File: config.mk
export PLATFORM = sky130hd
export DESIGN_NAME = hdb3_decode
export DESIGN_NICKNAME = d
export VERILOG_FILES = /design/src/rtl/hdb3_pkg.sv /design/src/rtl/hdb3_los_det.sv /design/src/rtl/hdb3_decode.sv
export SDC_FILE = /design/constraint.sdc
export NUM_CORES = 1
export LEC_CHECK = 0
export BUFFER_PORTS_ARGS = -buffer_cell sky130_fd_sc_hd__buf_2
export CAP_MARGIN = 30
export CORE_ASPECT_RATIO = 0.75
export CORE_UTILIZATION = 35
export CTS_CLUSTER_DIAMETER = 50
export DETAILED_ROUTE_END_ITERATION = 16
export GPL_TIMING_DRIVEN = 0
export PLACE_DENSITY = 0.64
export SETUP_SLACK_MARGIN = 0.02
export SLEW_MARGIN = 20
export SYNTH_ARGS = -nofsm -noshare
export SYNTH_HDL_FRONTEND = slang
export SYNTH_SLANG_ARGS = --single-unit
File: constraint.sdc
create_clock -name clk -period 1.7 [get_ports clk]
set_input_delay 0.17 -clock clk [delete_from_list [all_inputs] [get_ports clk]]
set_output_delay 0.17 -clock clk [all_outputs]
set_load 0.02 [all_outputs]
File: src/rtl/hdb3_pkg.sv
// hdb3_pkg: shared definitions for the HDB3 receive path.
//   SYM_* : two-rail line symbol encodings (positive/negative rail per bit).
//   pol_e : pulse polarity, used for both last-pulse and last-V tracking.
package hdb3_pkg;

  localparam logic [1:0] SYM_ZERO = 2'b00;
  localparam logic [1:0] SYM_POS  = 2'b01;
  localparam logic [1:0] SYM_NEG  = 2'b10;
  localparam logic [1:0] SYM_ILL  = 2'b11;

  typedef enum logic {
    POL_POS = 1'b0,
    POL_NEG = 1'b1
  } pol_e;

endpackage

File: src/rtl/hdb3_los_det.sv
// hdb3_los_det: zero-run tracking for the HDB3 decoder.
//   clk, rst_n : clock, async active-low reset
//   mark_i     : current symbol is a pulse (zero symbols are 00 and 11)
//   los_o      : registered loss-of-signal flag (1 out of reset)
//   z4_err_o   : combinational strobe, 4th consecutive zero while los_o=0
module hdb3_los_det #(
  parameter int unsigned LOS_ZEROS = 32
) (
  input  logic clk,
  input  logic rst_n,
  input  logic mark_i,
  output logic los_o,
  output logic z4_err_o
);

  localparam logic [7:0] LOS_M1 = 8'(LOS_ZEROS - 1);

  logic [7:0] zrun_q, zrun_d;
  logic       los_q, los_d;

  always_comb begin
    zrun_d   = zrun_q;
    los_d    = los_q;
    z4_err_o = 1'b0;
    if (mark_i) begin
      zrun_d = '0;
      los_d  = 1'b0;
    end else begin
      if (zrun_q != '1) zrun_d = zrun_q + 8'd1;
      // LOS asserts on the edge the count reaches LOS_ZEROS
      if (zrun_q == LOS_M1) los_d = 1'b1;
      // HDB3 never carries four zeros in a row; flag only while locked
      if (zrun_q == 8'd3 && !los_q) z4_err_o = 1'b1;
    end
  end

  always_ff @(posedge clk or negedge rst_n) begin
    if (!rst_n) begin
      zrun_q <= '0;
      los_q  <= 1'b1;
    end else begin
      zrun_q <= zrun_d;
      los_q  <= los_d;
    end
  end

  assign los_o = los_q;

endmodule

File: src/rtl/hdb3_decode.sv
// hdb3_decode: HDB3 line decoder.
//   clk, rst_n : clock, async active-low reset
//   line_in    : two-rail symbol (01 pos, 10 neg, 00 zero, 11 illegal)
//   err_clr    : synchronous clear of err_cnt (wins over increment)
//   dout       : recovered NRZ bit, 3 edges after its symbol is sampled
//   err        : one-cycle registered code-error pulse
//   err_cnt    : saturating error count
//   los        : loss of signal
module hdb3_decode
  import hdb3_pkg::*;
#(
  parameter int unsigned LOS_ZEROS = 32,
  parameter int unsigned ERR_W     = 16
) (
  input  logic             clk,
  input  logic             rst_n,
  input  logic [1:0]       line_in,
  input  logic             err_clr,
  output logic             dout,
  output logic             err,
  output logic [ERR_W-1:0] err_cnt,
  output logic             los
);

  logic             mark, ill, is_v, alt_err, z4_err;
  pol_e             pol;

  logic [3:0]       d_q, d_d;
  pol_e             last_pol_q, last_pol_d, lastv_pol_q, lastv_pol_d;
  logic             pol_valid_q, pol_valid_d, v_seen_q, v_seen_d;
  logic             err_q, err_d;
  logic [ERR_W-1:0] err_cnt_q, err_cnt_d;

  assign mark    = (line_in == SYM_POS) || (line_in == SYM_NEG);
  assign ill     = (line_in == SYM_ILL);
  assign pol     = (line_in == SYM_NEG) ? POL_NEG : POL_POS;
  assign is_v    = mark && pol_valid_q && (pol == last_pol_q);
  assign alt_err = is_v && v_seen_q && (pol == lastv_pol_q);

  hdb3_los_det #(
    .LOS_ZEROS(LOS_ZEROS)
  ) u_los (
    .clk     (clk),
    .rst_n   (rst_n),
    .mark_i  (mark),
    .los_o   (los),
    .z4_err_o(z4_err)
  );

  always_comb begin
    last_pol_d  = last_pol_q;
    pol_valid_d = pol_valid_q;
    lastv_pol_d = lastv_pol_q;
    v_seen_d    = v_seen_q;
    err_cnt_d   = err_cnt_q;
    // A violation wipes itself and the three symbols before it, which
    // removes both 000V and B00V substitutions from the stream.
    d_d         = is_v ? '0 : {d_q[2:0], mark};

    if (mark) begin
      last_pol_d  = pol;
      pol_valid_d = 1'b1;
    end
    if (is_v) begin
      lastv_pol_d = pol;
      v_seen_d    = 1'b1;
    end

    err_d = ill || alt_err || z4_err;

    if (err_clr)                     err_cnt_d = '0;
    else if (err_d && err_cnt_q != '1) err_cnt_d = err_cnt_q + 1'b1;
  end

  always_ff @(posedge clk or negedge rst_n) begin
    if (!rst_n) begin
      d_q         <= '0;
      last_pol_q  <= POL_POS;
      pol_valid_q <= 1'b0;
      lastv_pol_q <= POL_POS;
      v_seen_q    <= 1'b0;
      err_q       <= 1'b0;
      err_cnt_q   <= '0;
    end else begin
      d_q         <= d_d;
      last_pol_q  <= last_pol_d;
      pol_valid_q <= pol_valid_d;
      lastv_pol_q <= lastv_pol_d;
      v_seen_q    <= v_seen_d;
      err_q       <= err_d;
      err_cnt_q   <= err_cnt_d;
    end
  end

  assign dout    = d_q[3];
  assign err     = err_q;
  assign err_cnt = err_cnt_q;

endmodule

=== Word level (Yosys, flattened, before mapping) ===
Index checks and enable logic that the tools add are counted.
Widths: inputs -> output; s select.

* Logic and storage cells: 43
* Output and inout bits: 19
* Register bits after elaboration: 34

* Equal/unequal tests: 9
* Reduce and logical (&&, ||, !) cells: 13
* $add $sub $neg: 2
* Muxes and demuxes: 10

{| class="wikitable"
|+ Operators with widths
! cell !! count
|-
| $mux 16 || 2
|-
| $add 16x1->16 const B || 1
|-
| $mux 8 || 2
|-
| $ne 16x16->1 const B || 1
|-
| $add 8x1->8 const B || 1
|-
| $eq 8x2->1 const B || 1
|-
| $eq 8x5->1 const B || 1
|-
| $ne 8x8->1 const B || 1
|-
| $logic_and 1x1->1 || 6
|-
| $reduce_bool 2->1 || 3
|-
| $mux 1 || 5
|-
| $eq 2x2->1 const B || 2
|-
| $mux 4 || 1
|-
| $logic_or 1x1->1 || 3
|-
| $eq 1x1->1 || 2
|-
| $eq 2x1->1 const B || 1
|-
| $logic_not 1->1 || 1
|}

=== Longest topological paths before layout ===
Gate-level depths: netlist (run 1).

* Depth after elaboration: 11
* Gate-level depth with buffers: 9

=== Modules after synthesis ===
Synthesis (run 1) repeated with hierarchy kept, for this count alone.

* Cells, all modules: 180
* Area total of the unflattened synthesis: 1853.0 µm²

{| class="wikitable"
|+ By module, submodules not included
! module !! cells each !! instances !! area an instance (µm²) !! sequential area each (µm²)
|-
| hdb3_decode || 127 || 1 || 1321.3 || 625.6
|-
| hdb3_los_det || 53 || 1 || 531.8 || 226.5
|}

=== Least setup slack after synthesis (run 1) ===
OpenSTA, ideal clock, no wires.

* Path type: reg-to-reg
* Start: register err_cnt_q[0], in the netlist err_cnt[0]
* End: register err_cnt_q[1], in the netlist err_cnt[1]
* Required time: 1.568 ns
* Path slack: -0.213 ns
* Data arrival time: 1.781 ns
* Cell stages (with the launch flop): 9
* Cell sequence: dfrtp_1 ha_1 nand3_1 nor4_1 o21bai_2 buf_6 buf_2 mux2i_1 nor2_1

* Cells in the longest elaborated chain, start to end: 3

{| class="wikitable"
|+ RTL lines
! element !! line !! text
|-
| start: declaration || hdb3_decode.sv:32 || <nowiki>logic [ERR_W-1:0] err_cnt_q, err_cnt_d;</nowiki>
|-
| start signal: assignment || hdb3_decode.sv:91 || <nowiki>err_cnt_q <= err_cnt_d;</nowiki>
|-
| $add 16x1->16 / $ne 16x16->1 (equally long branches) || hdb3_decode.sv:72 || <nowiki>else if (err_d && err_cnt_q != '1) err_cnt_d = err_cnt_q + 1'b1;</nowiki>
|-
| $mux 16 / $logic_and 1x1->1 (equally long branches) || hdb3_decode.sv:72 ||
|-
| $mux 16 / $reduce_bool 2->1 (equally long branches) || - ||
|}

Parallel ways exist; a longest one is shown, timed or not. The select of a mux whose other input is x is not followed.
A chain may end at the register's enable or synchronous reset.

=== Worst setup path in the final report (run 1) ===
* Start: register err_cnt_q[11], in the netlist err_cnt[11]
* End: register err_cnt_q[1], in the netlist err_cnt[1]

* Cells in the longest elaborated chain, start to end: 3

{| class="wikitable"
|+ RTL lines
! element !! line
|-
| $ne 16x16->1 || hdb3_decode.sv:72
|-
| $logic_and 1x1->1 || hdb3_decode.sv:72
|-
| $reduce_bool 2->1 (no line) || -
|}

Every way passes these cells.

==> metrics.txt, run 1 <==
status=finished, violations left; failing checks=negative setup slack; Clock Skews=roughly 0.0094 ns; Yosys cell types=39; DR WL met2=between 1.5 and 2 mm; clock-pin slew on the worst setup and hold paths=roughly 0.070 ns; WP data required=1.84 ns; sequential area share after synthesis=approximately 51%; vias in the first global route=roughly 1.4k; Vias/cell=approximately 5.5; clk root buf=clkbuf_8; vias=between 1.5k and 2k; Slew Limit Fails=0; final setup margin=-0.135 ns; CP Launch Type=flop; Critical Path, Cell by Cell=nand3_4, nor4_4, o21bai_4, buf_6, buf_8, mux2i_1, nor2_1; max_slew headroom=approximately half; DP Area=about 1900 sq um; Hold/Removal Path Class=primary input to flop; initial antenna violation count=0; clock sink count=34; LEAKAGE=0.980 nW; Final Hold Fails=0; diode count=0; fin nets=~220; critical path class=flop to flop; CP Capture Type=flop; DRC=0; Mean Syn Cell Area=10.2 sq um; slowest CP cell=dfrtp_1; grt total ovfl=0; hpwl dp=around 2.5 mm; fin crit period=about 1.8 ns; final WL=4.32 mm; GPL Wtd Cong=between 0.8 and 0.9; GRT Total Usage=between 10% and 20%; measured slew at the worst slew-check pin=~0.76 ns; worst skew pair latency=approximately 0.28 ns; Max IR drop VDD=~0.00041 V; drt pass-1 iters=4; number of synthesized register bits=34; # fillers=419; area growth from synthesis to layout=36.5%; Yosys top cell by area=dfrtp_1; yosys warns=0; ANT nets after route=0; RSZ-0062 raised after global routing=yes; final instance area=approximately 2300 sq um; Post-Place Cells=244; share of cells above drive strength 1=roughly two fifths; CTS max path bufs=2; area share of the largest cell type after synthesis=about half; initial DRC count=just over 70; Tcrit/Tclk final=108%; first-pass GRT wire length=slightly below 7 mm; post-synth design cell area=1680 sq um; clock buffer count from CTS=5; Initial Util=between 30% and 40%; Port Buffer Count=23; Max Freq=approximately 0.54 GHz; Post-Syn Instances=164; Final Setup Violations=14; worst-path fanout max=7; io pins=24; Met1 Routed Length=around 2.1 mm; row count=21; Top Metal Used=met4; crit path DAT=1.98 ns; core box area=4520 sq um; Worst path max stage delay=between 0.5 and 0.6 ns; largest net degree at the start of global routing=35; met3 WL=approximately 160 microns; Area contributors post-synth=dfrtp_1 49%, a21oi_1 5.4%, nand3_1 3.3%; post-synth net total=between 150 and 200; wire per inst=15.9 microns; Power Dens Cells=just under 900 nW/um^2; CTS tree=done; H-Tree Depth=2; Die Wd=81.9 microns; die height=between 60 and 70 microns; total die area=5070 sq um; Layout Cells excl Fill=around 270; Max Cap Viol=0
cell type report:
cell class / instances / area (sq um) / area share [%]
sequential: 34 / 867 / 37.9
inverter: 3 / 11.3 / 0.492
clock inverter: 1 / 5.00 / 0.219
tap: 57 / 71.3 / 3.12
buffer: 4 / 33.8 / 1.48
multi-input combinational: 123 / 923 / 40.4
clock buffer: 7 / 86.3 / 3.77
timing repair buffer: 43 / 289 / 12.6
layout by cell type (no fill, tap or decap), types with 6 or more instances in the layout:
| master | Yosys | routed |
|---|---|---|
| a21oi_1 | 18 | 14 |
| nand2_1 | 9 | 9 |
| dfrtp_1 | 33 | 21 |
| dfrtp_2 | 0 | 12 |
| buf_2 | 1 | 23 |
| or3_1 | 7 | 6 |
| nand4_1 | 6 | 6 |
| nand3_1 | 11 | 8 |
| clkbuf_8 | 0 | 6 |
| buf_4 | 0 | 16 |
flip-flops by register name, indices dropped and copies added (netlist names):
name          cells
err_cnt          16
u_los.zrun_q      8
d_q               4
err               1
last_pol_q        1
lastv_pol_q       1
pol_valid_q       1
u_los.los_o       1
v_seen_q          1
worst paths after layout:
check / cells after the start / slack, ns / to / startpoint
worst max-delay path: 7 / -0.14 / err_cnt[1] / err_cnt[11]
worst min-delay path: 2 / 0.15 / err_cnt[5] / err_clr
worst max register to register: 7 / -0.14 / err_cnt[1] / err_cnt[11]
worst min register to register: 1 / 0.45 / d_q[3] / d_q[2]
max in group asynchronous: 2 / 0.67 / err_cnt[10] / rst_n
min in group asynchronous: 2 / 0.49 / err_cnt[6] / rst_n
critical path, delay by kind of cell (launching register included):
family	cells	cell delay, ns
flops	1	0.51
simple gates	3	0.47
buf+inv	2	0.31
compound gates	1	0.23
mux	1	0.17
kinds of logic after synthesis:
group                      count (synthesis)  synth area share (%)
DFF                                       34                  50.9
and+or+nand+nor                           72                  25.2
adders and majority gates                  4                  2.99
muxes                                      3                  1.94
xor gates and xnor gates                   4                  2.09
AOI/OAI and AO/OA                         40                  14.9
buffers and inverters                      7                  2.09
metal layers:
metal  track usage, %  vias to the layer above
met5                0                        -
met4             8.02                        0
met3             3.80                       12
met2             27.3                       39
met1             26.5                      738
li1                 -                      717
cell usage after synthesis, drive strengths merged:
library cell / number
a311oi: 1
buf: 2
a21oi: 19
xor2: 1
mux2i: 1
nor2: 4
mux2: 2
nand2b: 5
and4: 3
or3: 7
ha: 4
a41o: 1
xnor2: 3
o221a: 1
nand4: 6
nor3b: 1
nor4: 3
and3: 4
nand3b: 2
o31a: 1
and2: 5
o31ai: 5
inv: 3
nand2: 9
dfstp: 1
nor2b: 2
nor3: 3
or4: 5
o21ai: 8
nand3: 11
or2: 1
and4b: 1
o21bai: 1
o21ba: 1
clkbuf: 2
a31oi: 2
dfrtp: 33
stage by stage:
step | setup TNS, ns | hold WS, ns | power [mW] | util (%) | worst slack (ns)
finish | -1.14 | 0.151 | 2.02 | 50.6 | -0.135
global route | -2.58 | 0.153 | 2.13 | 50.6 | -0.224
CTS | -1.04 | 0.132 | 1.94 | 47.1 | -0.121
detailed placement | -2.64 | 0.303 | 1.23 | 42.0 | -0.244
global placement | -2.21 | 0.297 | 1.23 | 42.0 | -0.223
floorplan | -0.00547 | -0.126 | 1.13 | - | -0.00547
repair_timing:
action                                  in CTS  in global routing
cloned                                       1                  1
pin swaps                                   20                 11
resized for setup                           13                 23
hold buffers                                 1                  0
hold endpoints to repair                    33                  0
endpoints found under the setup margin      17                 20
setup buffers                               10                  7
where the power goes:
part           switching (mW)  leakage (nW)  internal [mW]
logic                   0.241         0.501          0.240
registers              0.0504         0.431          0.869
clock network           0.290        0.0482          0.327
total                   0.581         0.980           1.44
No activity file was read; power rests on OpenSTA's default activity.
==> run 2: changes to the inputs <==
--- a/config.mk
+++ b/config.mk
@@ -5,6 +5,7 @@
 export SDC_FILE = /design/constraint.sdc
 export NUM_CORES = 1
 export LEC_CHECK = 0
+export ABC_AREA = 1
 export BUFFER_PORTS_ARGS = -buffer_cell sky130_fd_sc_hd__buf_2
 export CAP_MARGIN = 30
 export CORE_ASPECT_RATIO = 0.75
==> metrics.txt, run 2 <==
status=finished, final reports clean; Met1 Routed Length=around 2.3 mm; yosys warns=0; row count=23; max_slew headroom=around half; crit path DAT=approximately 1.7 ns; measured slew at the worst slew-check pin=0.763 ns; async set-reset flop share out of synthesis=between 90% and 100%; max FFs per register=16; worst skew pair latency=slightly below 0.3 ns; Buffers & Inverters on Critical Path=0; Worst path max stage delay=0.37 ns; switch share=25.7%; Slew Limit Fails=0; commonest cells after routing, fill and taps aside=76 x nand2_1, 33 x dfrtp_1, 32 x inv_1; CP Capture Type=flop; DRC=0; sequential power share=between 40% and 50%; post-synth net total=approximately 270; Area contributors post-synth=dfrtp_1 42%, nand2_1 15%, nand3_1 6.9%; H-Tree Depth=2; ANT nets after route=0; clock group share of total power=a little over two fifths; initial DRC count=approximately 110; RSZ-0062 raised after global routing=no; total power=2.11 mW; number of synthesized register bits=34; Post-Place Cells=360; die height=approximately 67 microns; Yosys top cell by area=dfrtp_1; Hold/Removal Path Class=primary input to flop; critical path's top delay family=simple AND/OR/NAND/NOR gates; count leader, synth=nand2_1; GRT Total Usage=approximately 16%; Pint=1.57 mW; fin nets=315; most common library cells after synthesis=77 x nand2_1, 33 x dfrtp_1, 32 x inv_1, 30 x nor2_1, 27 x nand3_1; wire per inst=11.8 microns; Power Dens Cells=around 870 nW/um^2; worst-path fanout max=6; diode count=0; grt total ovfl=0; core box area=5380 sq um; share of cells above drive strength 1=about a fifth; clock buffer count from CTS=5; sw power=around 0.54 mW; clock sink count=34; Max Cap Viol=0; number of synthesized flops with an enable pin=0; Top Metal Used=met4; Crit path top cell by count=nand2_1; commonest non-fill, non-tap cell in the layout=nand2_1; area share of the largest cell type after synthesis=a little over two fifths; slowest CP cell=dfrtp_1; LEAKAGE=about 1.2 nW; ys flop type=dfrtp_1; Layout Cells excl Fill=~380; met3 WL=about 250 microns; Vias/cell=~4.8; WP data required=between 1.5 and 2 ns; final WL=between 4 and 5 mm; GPL Wtd Cong=0.848; io pins=24; fin crit period=around 1.6 ns; Final Util=45.3%; Critical Path, Cell by Cell=ha_1, nand2_1, nor2_4, nand4_4, nand2_4, nand2_2, nand2_1, nand2_1; post-synth design cell area=between 1500 and 2000 sq um; Tcrit/Tclk final=roughly 92%; Port Buffer Count=23; CTS max path bufs=2; Max Freq=0.643 GHz; clk root buf=clkbuf_8; Die Wd=88.6 microns; area growth from synthesis to layout=23.7%; vias in the first global route=roughly 1.5k; largest net degree at the start of global routing=35; Post-Syn Instances=262; Mean Syn Cell Area=~7.5 sq um; first-pass GRT wire length=approximately 7.2 mm; sequential area share after synthesis=between 40% and 50%; DR WL met2=between 1.5 and 2 mm; hpwl dp=around 3.2 mm; CTS tree=done; total die area=5940 sq um; initial antenna violation count=0; critical path class=flop to flop; Final Setup Violations=0; drt pass-1 iters=4; Initial Util=36.6%; Final Hold Fails=0; Max IR drop VDD=~0.00043 V; vias=approximately 1.8k; CP Launch Type=flop; clock-pin slew on the worst setup and hold paths=approximately 0.070 ns; # fillers=~560; Yosys cell types=28; Comb power frac=between 15 and 20%; Clock Skews=approximately 0.006 ns
## run 2: cell types whose count changed after synthesis, sizes merged, moves of 7 or more
cell   previous run  this run
a21oi            19         9
inv               3        32
nand2             9        79
nand3            11        32
nand4             6        13
nor2              4        33
or3               7         0
## run 2: per-stage QoR
step / hold WS (ns) / setup WS [ns] / TNS, ns / instance area, sq um
after floorplan: -0.126 / 0.0494 / 0 / 1970
after global routing: 0.258 / 0.0219 / 0 / 2440
after detailed placement: 0.288 / -0.153 / -1.91 / 2180
after global placement: 0.287 / -0.126 / -1.56 / 2180
final: 0.227 / 0.144 / 0 / 2440
after CTS: 0.214 / 0.0508 / 0 / 2380
## run 2: timing repair
item,CTS,global route
pin swaps,2,2
resized for setup,1,2
buffers inserted,6,7
gates cloned,0,0
hold buffers,1,0
endpoints found under the hold margin,33,0
setup endpoints to repair,18,15
## run 2: cell type report
| type | instances | area [sq um] | area share, % |
|---|---|---|---|
| repair buffers | 37 | 223 | 9.14 |
| multi-input cells | 191 | 968 | 39.7 |
| well taps | 75 | 93.8 | 3.85 |
| plain buffers | 4 | 38.8 | 1.59 |
| clock buffers | 5 | 68.8 | 2.82 |
| inverters | 33 | 124 | 5.08 |
| flip-flops and latches | 34 | 852 | 35.0 |
| clock inverters | 3 | 68.8 | 2.82 |
## run 2: layer usage
metal	vias to the layer above	track usage, %
li1	930	-
met1	842	23.6
met2	43	23.2
met3	6	4.58
met4	0	5.44
met5	-	0
## run 2: worst register-to-register path: stages, from the launching register on
cell	delay (ns)
dfrtp_1	0.37
ha_1	0.17
nand2_1	0.13
nor2_4	0.21
nand4_4	0.18
nand2_4	0.15
nand2_2	0.11
nand2_1	0.09
nand2_1	0.05
## run 2: kinds of logic after synthesis
logic type	after synthesis	share of synthesized area [%]
compound gates	23	6.22
xor+xnor	3	1.33
fa+ha+maj	4	2.54
buf+inv	37	8.25
flops	34	43.2
simple gates	161	38.4
## run 2: final timing paths
kind,start,endpoint,slack [ns],cells past startpoint
max,err_cnt[0],err_cnt[15],0.14,8
min,err_clr,err_cnt[11],0.23,4
max reg2reg,err_cnt[0],err_cnt[15],0.14,8
min reg2reg,d_q[0],d_q[1],0.44,2
max in group asynchronous,rst_n,err_cnt[4],0.73,2
min in group asynchronous,rst_n,err_cnt[10],0.49,2
## run 2: power by group through the flow
stage	Clock (mW)	Combinational, mW	Sequential, mW
finish	0.902	0.332	0.878
floorplan	0	0.165	0.915
detailed placement	0	0.269	0.902
CTS	0.926	0.311	0.878
global route	0.964	0.373	0.884
global placement	0	0.264	0.900
